### config.mk
export PLATFORM = sky130hd
export DESIGN_NAME = wb_intercon_nslave_flat
export DESIGN_NICKNAME = d
export VERILOG_FILES = /design/src/rtl/wb_intercon_nslave_if.sv /design/src/rtl/wb_intercon_nslave.sv /design/src/flat_wrapper.sv
export SDC_FILE = /design/constraint.sdc
export NUM_CORES = 1
export LEC_CHECK = 0
export ABC_AREA = 1
export CAP_MARGIN = 20
export CORE_AREA = 8 8 117 119
export CTS_CLUSTER_DIAMETER = 200
export CTS_CLUSTER_SIZE = 24
export DETAILED_ROUTE_END_ITERATION = 10
export DIE_AREA = 0 0 125 127
export HOLD_SLACK_MARGIN = 0.06
export PLACE_DENSITY = 0.78
export REMOVE_ABC_BUFFERS = 1
export SYNTH_ARGS = -nofsm -noshare
export SYNTH_HDL_FRONTEND = slang
export SYNTH_SLANG_ARGS = --single-unit
### constraint.sdc
create_clock -name clk_i -period 1.7 [get_ports clk_i]
set_input_delay 0.34 -clock clk_i [delete_from_list [all_inputs] [get_ports clk_i]]
set_output_delay 0.34 -clock clk_i [all_outputs]
set_load 0.1 [all_outputs]
### src/rtl/wb_intercon_nslave_if.sv
// Wishbone bus bundle for wb_intercon_nslave: master-port signals plus the per-slave fan-out.
// The 'slave' modport is the interconnect's view; the 'master' modport is the system side driving it.
interface wb_intercon_nslave_if #(
   parameter int NUM_SLAVES = 3
);
   logic [31:0]              m_adr_i;
   logic [31:0]              m_dat_i;
   logic [31:0]              m_dat_o;
   logic [3:0]               m_sel_i;
   logic                     m_we_i;
   logic                     m_cyc_i;
   logic                     m_stb_i;
   logic                     m_ack_o;
   logic                     m_err_o;

   logic [31:0]              s_adr_o;
   logic [31:0]              s_dat_o;
   logic [3:0]               s_sel_o;
   logic                     s_we_o;
   logic [NUM_SLAVES-1:0]    s_cyc_o;
   logic [NUM_SLAVES-1:0]    s_stb_o;
   logic [NUM_SLAVES*32-1:0] s_dat_i;
   logic [NUM_SLAVES-1:0]    s_ack_i;
   logic [NUM_SLAVES-1:0]    s_err_i;

   modport slave (
      input  m_adr_i, m_dat_i, m_sel_i, m_we_i, m_cyc_i, m_stb_i,
      output m_dat_o, m_ack_o, m_err_o,
      output s_adr_o, s_dat_o, s_sel_o, s_we_o, s_cyc_o, s_stb_o,
      input  s_dat_i, s_ack_i, s_err_i
   );

   modport master (
      output m_adr_i, m_dat_i, m_sel_i, m_we_i, m_cyc_i, m_stb_i,
      input  m_dat_o, m_ack_o, m_err_o,
      input  s_adr_o, s_dat_o, s_sel_o, s_we_o, s_cyc_o, s_stb_o,
      output s_dat_i, s_ack_i, s_err_i
   );
endinterface

### src/rtl/wb_intercon_nslave.sv
// Single-master, N-slave Wishbone classic interconnect with base/mask decode and error status.
// Latency: one registered decode cycle, then slave latency; decode error answers in the 2nd cycle.
// Backpressure: master waits on the selected slave; WB_INTERCON_TIMEOUT_EN adds a watchdog.
module wb_intercon_nslave #(
   parameter int                     NUM_SLAVES = 3,
   parameter logic [NUM_SLAVES*32-1:0] SLV_BASE = {32'h800, 32'h400, 32'h200},
   parameter logic [NUM_SLAVES*32-1:0] SLV_MASK = {32'hFFFFF800, 32'hFFFFFC00, 32'hFFFFFE00},
   parameter int                     TIMEOUT    = 255
) (
   input  logic                     clk_i,
   input  logic                     rst_i,
   wb_intercon_nslave_if.slave      bus,
   output logic [1:0]               err_code_o,
   output logic [31:0]              err_adr_o
);

   typedef enum logic [1:0] {IDLE, ACCESS, DERR} state_t;

   state_t                state;
   logic [NUM_SLAVES-1:0] sel_q;
   logic [NUM_SLAVES-1:0] hit;
   logic                  any_hit;
   logic                  m_req;
   logic                  in_access;
   logic                  tmo_expire;
   logic                  live;
   logic                  term_ack;
   logic                  term_err;
   logic                  tmo_err;
   logic [31:0]           rdat;

   assign m_req     = bus.m_cyc_i & bus.m_stb_i;
   assign in_access = (state == ACCESS);

   // Walk from the top slot down so the lowest matching index is the one left standing.
   always_comb begin
      hit = '0;
      for (int i = NUM_SLAVES - 1; i >= 0; i--) begin
         if ((bus.m_adr_i & SLV_MASK[32*i +: 32]) == SLV_BASE[32*i +: 32]) begin
            hit    = '0;
            hit[i] = 1'b1;
         end
      end
   end
   assign any_hit = |hit;

`ifdef WB_INTERCON_TIMEOUT_EN
   logic [15:0] timer;

   always_ff @(posedge clk_i) begin
      if (rst_i || state != ACCESS)
         timer <= '0;
      else
         timer <= timer + 16'd1;
   end

   // Strobes drop on the expiry cycle without looking at ack, so a slave whose
   // ack is combinational from stb cannot form a loop back through this logic.
   assign tmo_expire = in_access && (timer == 16'(TIMEOUT));
`else
   assign tmo_expire = 1'b0;
`endif

   assign live          = in_access & bus.m_cyc_i & ~tmo_expire;
   assign bus.s_cyc_o   = live ? sel_q : '0;
   assign bus.s_stb_o   = (live & bus.m_stb_i) ? sel_q : '0;

   assign bus.s_adr_o   = bus.m_adr_i;
   assign bus.s_dat_o   = bus.m_dat_i;
   assign bus.s_sel_o   = bus.m_sel_i;
   assign bus.s_we_o    = bus.m_we_i;

   assign term_ack = in_access & m_req & |(sel_q & bus.s_ack_i);
   assign term_err = in_access & m_req & |(sel_q & bus.s_err_i);
   assign tmo_err  = tmo_expire & bus.m_cyc_i & ~term_ack & ~term_err;

   always_comb begin
      rdat = '0;
      for (int i = 0; i < NUM_SLAVES; i++) begin
         if (in_access && sel_q[i])
            rdat = rdat | bus.s_dat_i[32*i +: 32];
      end
   end

   assign bus.m_dat_o = rdat;
   assign bus.m_ack_o = term_ack;
   assign bus.m_err_o = term_err | tmo_err | (state == DERR);

   always_ff @(posedge clk_i) begin
      if (rst_i) begin
         state      <= IDLE;
         sel_q      <= '0;
         err_code_o <= 2'b00;
         err_adr_o  <= '0;
      end else begin
         case (state)
            IDLE: begin
               if (m_req) begin
                  if (any_hit) begin
                     sel_q <= hit;
                     state <= ACCESS;
                  end else begin
                     err_code_o <= 2'b01;
                     err_adr_o  <= bus.m_adr_i;
                     state      <= DERR;
                  end
               end
            end
            ACCESS: begin
               // Slave errors are only forwarded; the status registers are left alone.
               if (!bus.m_cyc_i || term_ack || term_err) begin
                  sel_q <= '0;
                  state <= IDLE;
               end else if (tmo_expire) begin
                  err_code_o <= 2'b10;
                  err_adr_o  <= bus.m_adr_i;
                  sel_q      <= '0;
                  state      <= IDLE;
               end
            end
            DERR:    state <= IDLE;
            default: state <= IDLE;
         endcase
      end
   end

endmodule

### src/flat_wrapper.sv
// flat-port wrapper written by rule: the top's interface ports become plain ports
module wb_intercon_nslave_flat 
#(
   parameter int                     NUM_SLAVES = 3,
   parameter logic [NUM_SLAVES*32-1:0] SLV_BASE = {32'h800, 32'h400, 32'h200},
   parameter logic [NUM_SLAVES*32-1:0] SLV_MASK = {32'hFFFFF800, 32'hFFFFFC00, 32'hFFFFFE00},
   parameter int                     TIMEOUT    = 255
)
  (clk_i, rst_i, err_code_o, err_adr_o, bus_m_adr_i, bus_m_dat_i, bus_m_sel_i, bus_m_we_i, bus_m_cyc_i, bus_m_stb_i, bus_m_dat_o, bus_m_ack_o, bus_m_err_o, bus_s_adr_o, bus_s_dat_o, bus_s_sel_o, bus_s_we_o, bus_s_cyc_o, bus_s_stb_o, bus_s_dat_i, bus_s_ack_i, bus_s_err_i);
  wb_intercon_nslave_if #(.NUM_SLAVES(NUM_SLAVES)) bus_i ();
  input  logic clk_i;
  input  logic rst_i;
  output logic [1:0] err_code_o;
  output logic [31:0] err_adr_o;
  input wire logic [$bits(bus_i.m_adr_i)-1:0] bus_m_adr_i;
  input wire logic [$bits(bus_i.m_dat_i)-1:0] bus_m_dat_i;
  input wire logic [$bits(bus_i.m_sel_i)-1:0] bus_m_sel_i;
  input wire logic [$bits(bus_i.m_we_i)-1:0] bus_m_we_i;
  input wire logic [$bits(bus_i.m_cyc_i)-1:0] bus_m_cyc_i;
  input wire logic [$bits(bus_i.m_stb_i)-1:0] bus_m_stb_i;
  output wire logic [$bits(bus_i.m_dat_o)-1:0] bus_m_dat_o;
  output wire logic [$bits(bus_i.m_ack_o)-1:0] bus_m_ack_o;
  output wire logic [$bits(bus_i.m_err_o)-1:0] bus_m_err_o;
  output wire logic [$bits(bus_i.s_adr_o)-1:0] bus_s_adr_o;
  output wire logic [$bits(bus_i.s_dat_o)-1:0] bus_s_dat_o;
  output wire logic [$bits(bus_i.s_sel_o)-1:0] bus_s_sel_o;
  output wire logic [$bits(bus_i.s_we_o)-1:0] bus_s_we_o;
  output wire logic [$bits(bus_i.s_cyc_o)-1:0] bus_s_cyc_o;
  output wire logic [$bits(bus_i.s_stb_o)-1:0] bus_s_stb_o;
  input wire logic [$bits(bus_i.s_dat_i)-1:0] bus_s_dat_i;
  input wire logic [$bits(bus_i.s_ack_i)-1:0] bus_s_ack_i;
  input wire logic [$bits(bus_i.s_err_i)-1:0] bus_s_err_i;
  assign bus_i.m_adr_i = bus_m_adr_i;
  assign bus_i.m_dat_i = bus_m_dat_i;
  assign bus_i.m_sel_i = bus_m_sel_i;
  assign bus_i.m_we_i = bus_m_we_i;
  assign bus_i.m_cyc_i = bus_m_cyc_i;
  assign bus_i.m_stb_i = bus_m_stb_i;
  assign bus_m_dat_o = bus_i.m_dat_o;
  assign bus_m_ack_o = bus_i.m_ack_o;
  assign bus_m_err_o = bus_i.m_err_o;
  assign bus_s_adr_o = bus_i.s_adr_o;
  assign bus_s_dat_o = bus_i.s_dat_o;
  assign bus_s_sel_o = bus_i.s_sel_o;
  assign bus_s_we_o = bus_i.s_we_o;
  assign bus_s_cyc_o = bus_i.s_cyc_o;
  assign bus_s_stb_o = bus_i.s_stb_o;
  assign bus_i.s_dat_i = bus_s_dat_i;
  assign bus_i.s_ack_i = bus_s_ack_i;
  assign bus_i.s_err_i = bus_s_err_i;
  wb_intercon_nslave #(.NUM_SLAVES(NUM_SLAVES), .SLV_BASE(SLV_BASE), .SLV_MASK(SLV_MASK), .TIMEOUT(TIMEOUT)) u_core (.clk_i(clk_i), .rst_i(rst_i), .bus(bus_i), .err_code_o(err_code_o), .err_adr_o(err_adr_o));
endmodule
======== Yosys cells after proc, flatten, opt, wreduce, memory -nomap -nowiden ========
Index checks and enable logic that the tools add are counted.
word-level totals
  bits in registers ....................... 38
  latch bits .............................. 0
  memory bits (writable) .................. 0
  bits in read-only memories .............. 0
  bits of input ports ..................... 175
  output and inout bits ................... 143
  word-level logic and storage cells ...... 54
  memories ................................ 0
operators by class
  $add $sub $neg .......................... 0
  multipliers ............................. 0
  div/mod/pow operators ................... 0
  order comparisons ....................... 0
  equality and inequality tests ........... 8
  shift-type cells ........................ 0
  mux-type cells .......................... 16
  bitwise operators ....................... 12
  reductions and logical operators ........ 14
operators by type and width
  cell                                                   number
  2-to-1 mux 32 bit                                      3
  bitwise OR 32 bit                                      2
  2-to-1 mux 3 bit                                       8
  equality test 23 x 1 -> 1 bit (second input constant)  1
  equality test 22 x 1 -> 1 bit (second input constant)  1
  equality test 21 x 1 -> 1 bit (second input constant)  1
  OR reduction 3 bit                                     3
  bitwise AND 1 bit                                      6
  bitwise AND 3 bit                                      2
  2-to-1 mux 2 bit                                       3
  case mux 3 bit (2 select lines)                        1
  != test 2 x 1 -> 1 bit (second input constant)         2
  case mux 2 bit (2 select lines)                        1
  AND reduction 4 bit                                    1
  logical AND 1 bit                                      3
  AND reduction 3 bit                                    1
  equality test 2 x 1 -> 1 bit (second input constant)   1
  equality test 2 bit (second input constant)            1
  logical NOT 2 bit                                      1
  logical OR 1 bit                                       2
  != test 2 bit (second input constant)                  1
  AND reduction 2 bit                                    1
  nonzero test 2 bit                                     1
  logical NOT 1 bit                                      1
  2 further kinds                                        2

======== Depth between registers and ports, before layout ========
  word-level depth ........................ 8
  depth in mapped cells ................... 11
  mapped depth without buffers ............ 11

======== Least setup slack after synthesis ========
OpenSTA, ideal clock, no wires.
  kind .................................... reg2out
  start point ............................. reg u_core.state[1]
  end point ............................... out bus_m_err_o
  arrival ................................. 2,489 ps
  required time ........................... 1,360 ps
  slack ................................... -1,129 ps
  stages on the path, launching flop included .. 3
  buffers on the path ..................... 0
  cells stage by stage .................... dfxtp_1 inv_1 o21ai_0
between the ends
  word-level cells in the longest chain between the ends .. 4
  elaborated cells between the ends (all ways) .. 5
  those cells by class .................... eq/ne: 2; bitwise: 3
ends and longest elaborated chain
  element                         RTL line                   RTL
  start: declaration              wb_intercon_nslave.sv:19   state_t state;
  start signal: assignment        wb_intercon_nslave.sv:91   state <= IDLE;
  start signal: assignment        wb_intercon_nslave.sv:101  state <= ACCESS;
  start signal: assignment        wb_intercon_nslave.sv:105  state <= DERR;
  equality test 2 x 1 -> 1 bit    wb_intercon_nslave.sv:33   assign in_access = (state == ACCESS);
  bitwise AND 1 bit (2 in a row)  wb_intercon_nslave.sv:74   assign term_err = in_access & m_req & |(sel_q & bus.s_err_i);
  bitwise OR 1 bit (*)            wb_intercon_nslave.sv:87   assign bus.m_err_o = term_err | tmo_err | (state == DERR);
  end: declaration                flat_wrapper.sv:23         output wire logic [$bits(bus_i.m_err_o)-1:0] bus_m_err_o;
Every way passes the cells marked *; elsewhere a longest branch is shown, timed or not.

======== Final worst setup path ========
  start point ............................. reg u_core.state[1]
  end point ............................... out bus_m_dat_o[26]
between the ends
  word-level cells in the longest chain between the ends .. 7
  elaborated cells between the ends (all ways) .. 9
  those cells by class .................... eq/ne: 1; mux: 3; bitwise: 2; reduce/logical: 3
ends and longest elaborated chain
  element                           RTL line                  RTL
  equality test 2 x 1 -> 1 bit (*)  wb_intercon_nslave.sv:33
  logical AND 1 bit                 wb_intercon_nslave.sv:80  if (in_access && sel_q[i])
  2-to-1 mux 32 bit                 wb_intercon_nslave.sv:80
  bitwise OR 32 bit                 wb_intercon_nslave.sv:81  rdat = rdat | bus.s_dat_i[32*i +: 32];
  2-to-1 mux 32 bit                 wb_intercon_nslave.sv:80
  bitwise OR 32 bit                 wb_intercon_nslave.sv:81
  2-to-1 mux 32 bit (*)             wb_intercon_nslave.sv:80
  end: declaration                  flat_wrapper.sv:21        output wire logic [$bits(bus_i.m_dat_o)-1:0] bus_m_dat_o;
Marked as above.

==> impl_metrics.yaml <==
route:
  route.detailed.drc: 0
  first_pass_iters: 5
  wirelength_um: 20300
  avgRoutedWirePerCell_um: 24.3
  avgViaCountPerCell: 5.00
  num_vias: 4167
  drtIter0Drc: 228
  ant_nets: 0
finish:
  seq_area_um2: 777
  fillers: 834
  final_cell_area_mm2: 0.00785
  area_delta_synth_final_pct: 172
  multi_input_area_mm2: 0.00219
  nets: 858
  layout-drive-gt1-share_pct: 49.4
placement:
  hpwl_um: 13400
  dp_slack_ns: -0.465
  post_dp_cell_area_mm2: 0.00624
  gp_congestion: 0.837
  io_buffers: 242
critical_path:
  critical-path-top-delay-family: "buffers and inverters"
  critPathLaunch: "u_core.state[1]$_SDFFE_PP0P_"
  cp_slowest_cell: "dfxtp_2"
  reg2reg_depth: 7
  crit_arrival_ns: 1.57
  cp-start-kind: "flip-flop"
  crit_chain: "inv_2, nand2_4, inv_8, nand2_8, clkinv_8, buf_12, buf_16, nand2_2, nand3_2, buf_12"
  crit_top_cell: "buf_12"
  slowest_delay_ns: 0.33
  cp.depth: 10
  critPathMaxFanout: 8
  critPathKind: "reg2out"
  crit_path_end_kind: "output port"
  path_buf_inv: 6
  cp.required_ns: 1.36
  r2r_start: "u_core.state[0]$_SDFFE_PP0P_"
timing:
  finalHoldViolCount: 0
  skew_ns: 0.00730
  fin_ws_ns: -0.208
  fin_crit_ns: 1.91
  maxSlewViolCount: 0
  worst_hold_slack_ns: 0.401
  max_freq_mhz: 524
  setup_violations: 36
  rsz0062_at_grt: "true"
  period_share_pct: 112
grt:
  grt-ovfl-total: 0
  grt_pass1_wl_um: 27400
  grt_max_degree: 35
  grt_pass1_vias: 4419
  grt.total_usage_pct: 22.6
  antenna_found_initial: 2
clock_network:
  clk_pin_slew_ns: 0.06
  clock-root-buffer: "clkbuf_16"
  cts_tree: "built"
  clk_latency_ns: 0.28
  cts_sinks: 38
  hold_buffers: 0
  cts_made_buffers: 5
  clock_path_buffers: 2
  htreeDepth: 2
status:
  violations: "setup timing"
  outcome: "complete, but fails checks"
logic_synthesis:
  ys_ff_latch: 38
  synth_cells: 455
  synth_seq_area_share_pct: 26.3
  synthSimpleGateAreaFrac_pct: 41.5
  avgSynthCellArea_um2: 6.35
  synthXorXnorAreaFrac_pct: 0
  synth_top_family_by_area: "simple AND/OR/NAND/NOR gates"
  synth_compound_area_share_pct: 6.24
  synth_edf_count: 0
  syn_area_mm2: 0.00289
  synthMuxAreaShare_pct: 0
  synth_fa_ha_area_share_pct: 0
  yosys_warnings: 0
  synth.distinct_cells: 24
  synth_ff_type: "dfxtp_1"
  async_reset_ff_share_pct: 0
run:
  max-cap-violations: 0
floorplanning:
  dieHeight_um: 127
  initial_core_util_pct: 24.4
  die_w_um: 125
  std_cell_rows: 40
  die_area_mm2: 0.0159
  io_pins: 318
  coreArea_mm2: 0.0118
min_path:
  hold_class: "in2reg"
  holdCritStartpoint: "bus_m_adr_i[12]"
  min_path_cells: 3
power:
  vdd_ir_drop_max_mv: 0.557
  power.density_mw_per_mm2: 478
  p_leak_uw: 0.00351
  power_uw: 3750
==> registers in the layout, summed over array words and instances (netlist names) <==
name and flops:
u_core.state 2, u_core.err_adr_o 32, u_core.sel_q 3, u_core.err_code_o 1
==> Yosys cell counts (2+ instances only) <==
| cell type | n | area share, % |
|---|---|---|
| buf_1 | 4 | 0.52 |
| dfxtp_1 | 38 | 26 |
| nand3_2 | 4 | 1.4 |
| o21ai_0 | 4 | 0.69 |
| nand3_1 | 101 | 18 |
| nor2_1 | 97 | 13 |
| inv_1 | 14 | 1.8 |
| buf_4 | 71 | 18 |
| a21oi_1 | 2 | 0.35 |
| clkbuf_1 | 10 | 1.3 |
| o21ai_1 | 30 | 5.2 |
| nand2_1 | 58 | 7.5 |
| buf_2 | 7 | 1.2 |
| buf_6 | 5 | 1.9 |
==> metrics by stage <==
stage,std cells,setup TNS [ns],util (%)
floorplan,358,-61.60,-
global placement,787,-14.12,52.9
detailed placement,787,-15.64,52.9
CTS,823,-4.61,62.2
global route,833,-6.85,66.4
finish,833,-4.91,66.4
==> metal layers <==
layer	global-route usage, %	routed length [µm]	vias up
met2	37.1	9580	301
met3	13.0	2690	39
met1	23.8	7360	1960
met5	2.93	59	-
li1	-	-	1865
met4	7.09	580	2
==> final cells by class <==
| type | instances | area share, % |
|---|---|---|
| clock buffers | 6 | 1.64 |
| repair inverters | 2 | 0.319 |
| inverters | 17 | 1.23 |
| clock inverters | 2 | 0.175 |
| multi-input cells | 303 | 27.9 |
| repair buffers | 316 | 56.4 |
| flip-flops and latches | 38 | 9.90 |
| well taps | 147 | 2.34 |
| diodes | 2 | 0.0638 |
==> worst paths after layout <==
check | to | slack, ns
hold reg to reg | u_core.err_code_o[0]$_SDFFE_PP0P_ | 0.53
hold / removal | u_core.err_adr_o[12]$_SDFFE_PP0P_ | 0.40
setup / recovery | bus_m_dat_o[26] | -0.21
setup reg to reg | u_core.err_adr_o[22]$_SDFFE_PP0P_ | 0.10
==> kinds of logic after synthesis <==
| kind of cell | count (synthesis) |
|---|---|
| AND/OR/NAND/NOR | 266 |
| buffers and inverters | 114 |
| AO/OA/AOI/OAI | 36 |
| flip-flops | 38 |
| other | 1 |
==> cells in the final DEF (no fill, tap or decap), types with 2 or more instances in the layout <==
cell type,instances
a21oi_1,2
buf_12,116
buf_16,5
buf_4,46
buf_6,3
bufbuf_16,4
clkbuf_16,9
clkdlybuf4s15_1,7
clkdlybuf4s50_1,109
clkinv_4,2
clkinv_8,3
dfxtp_1,33
dfxtp_4,4
diode_2,2
dlygate4sd2_1,20
inv_1,10
inv_2,4
nand2_1,22
nand2_2,16
nand2_4,20
nand3_1,41
nand3_2,42
nand3_4,22
nor2_1,80
nor2_2,11
nor2_4,8
o21ai_1,18
o21ai_2,14
==> where the power goes <==
part / internal (µW) / switching, µW
Combinational: 782 / 1060
Clock: 544 / 360
Sequential: 942 / 63.2
==> worst reg2reg max path, delay by kind of cell (launching register included) <==
kind	cells	cell delay, ns
buffers and inverters	2	0.26
flip-flops	1	0.36
AND/OR/NAND/NOR	5	0.88
==> timing repair <==
item	4_1_cts	5_1_grt
buffers inserted	16	9
pin swaps	18	25
hold endpoints to repair	0	0
endpoints found under the setup margin	76	68
gates resized for setup	162	93
cloned	12	3
Note: power is estimated with default switching activity, not from simulation.
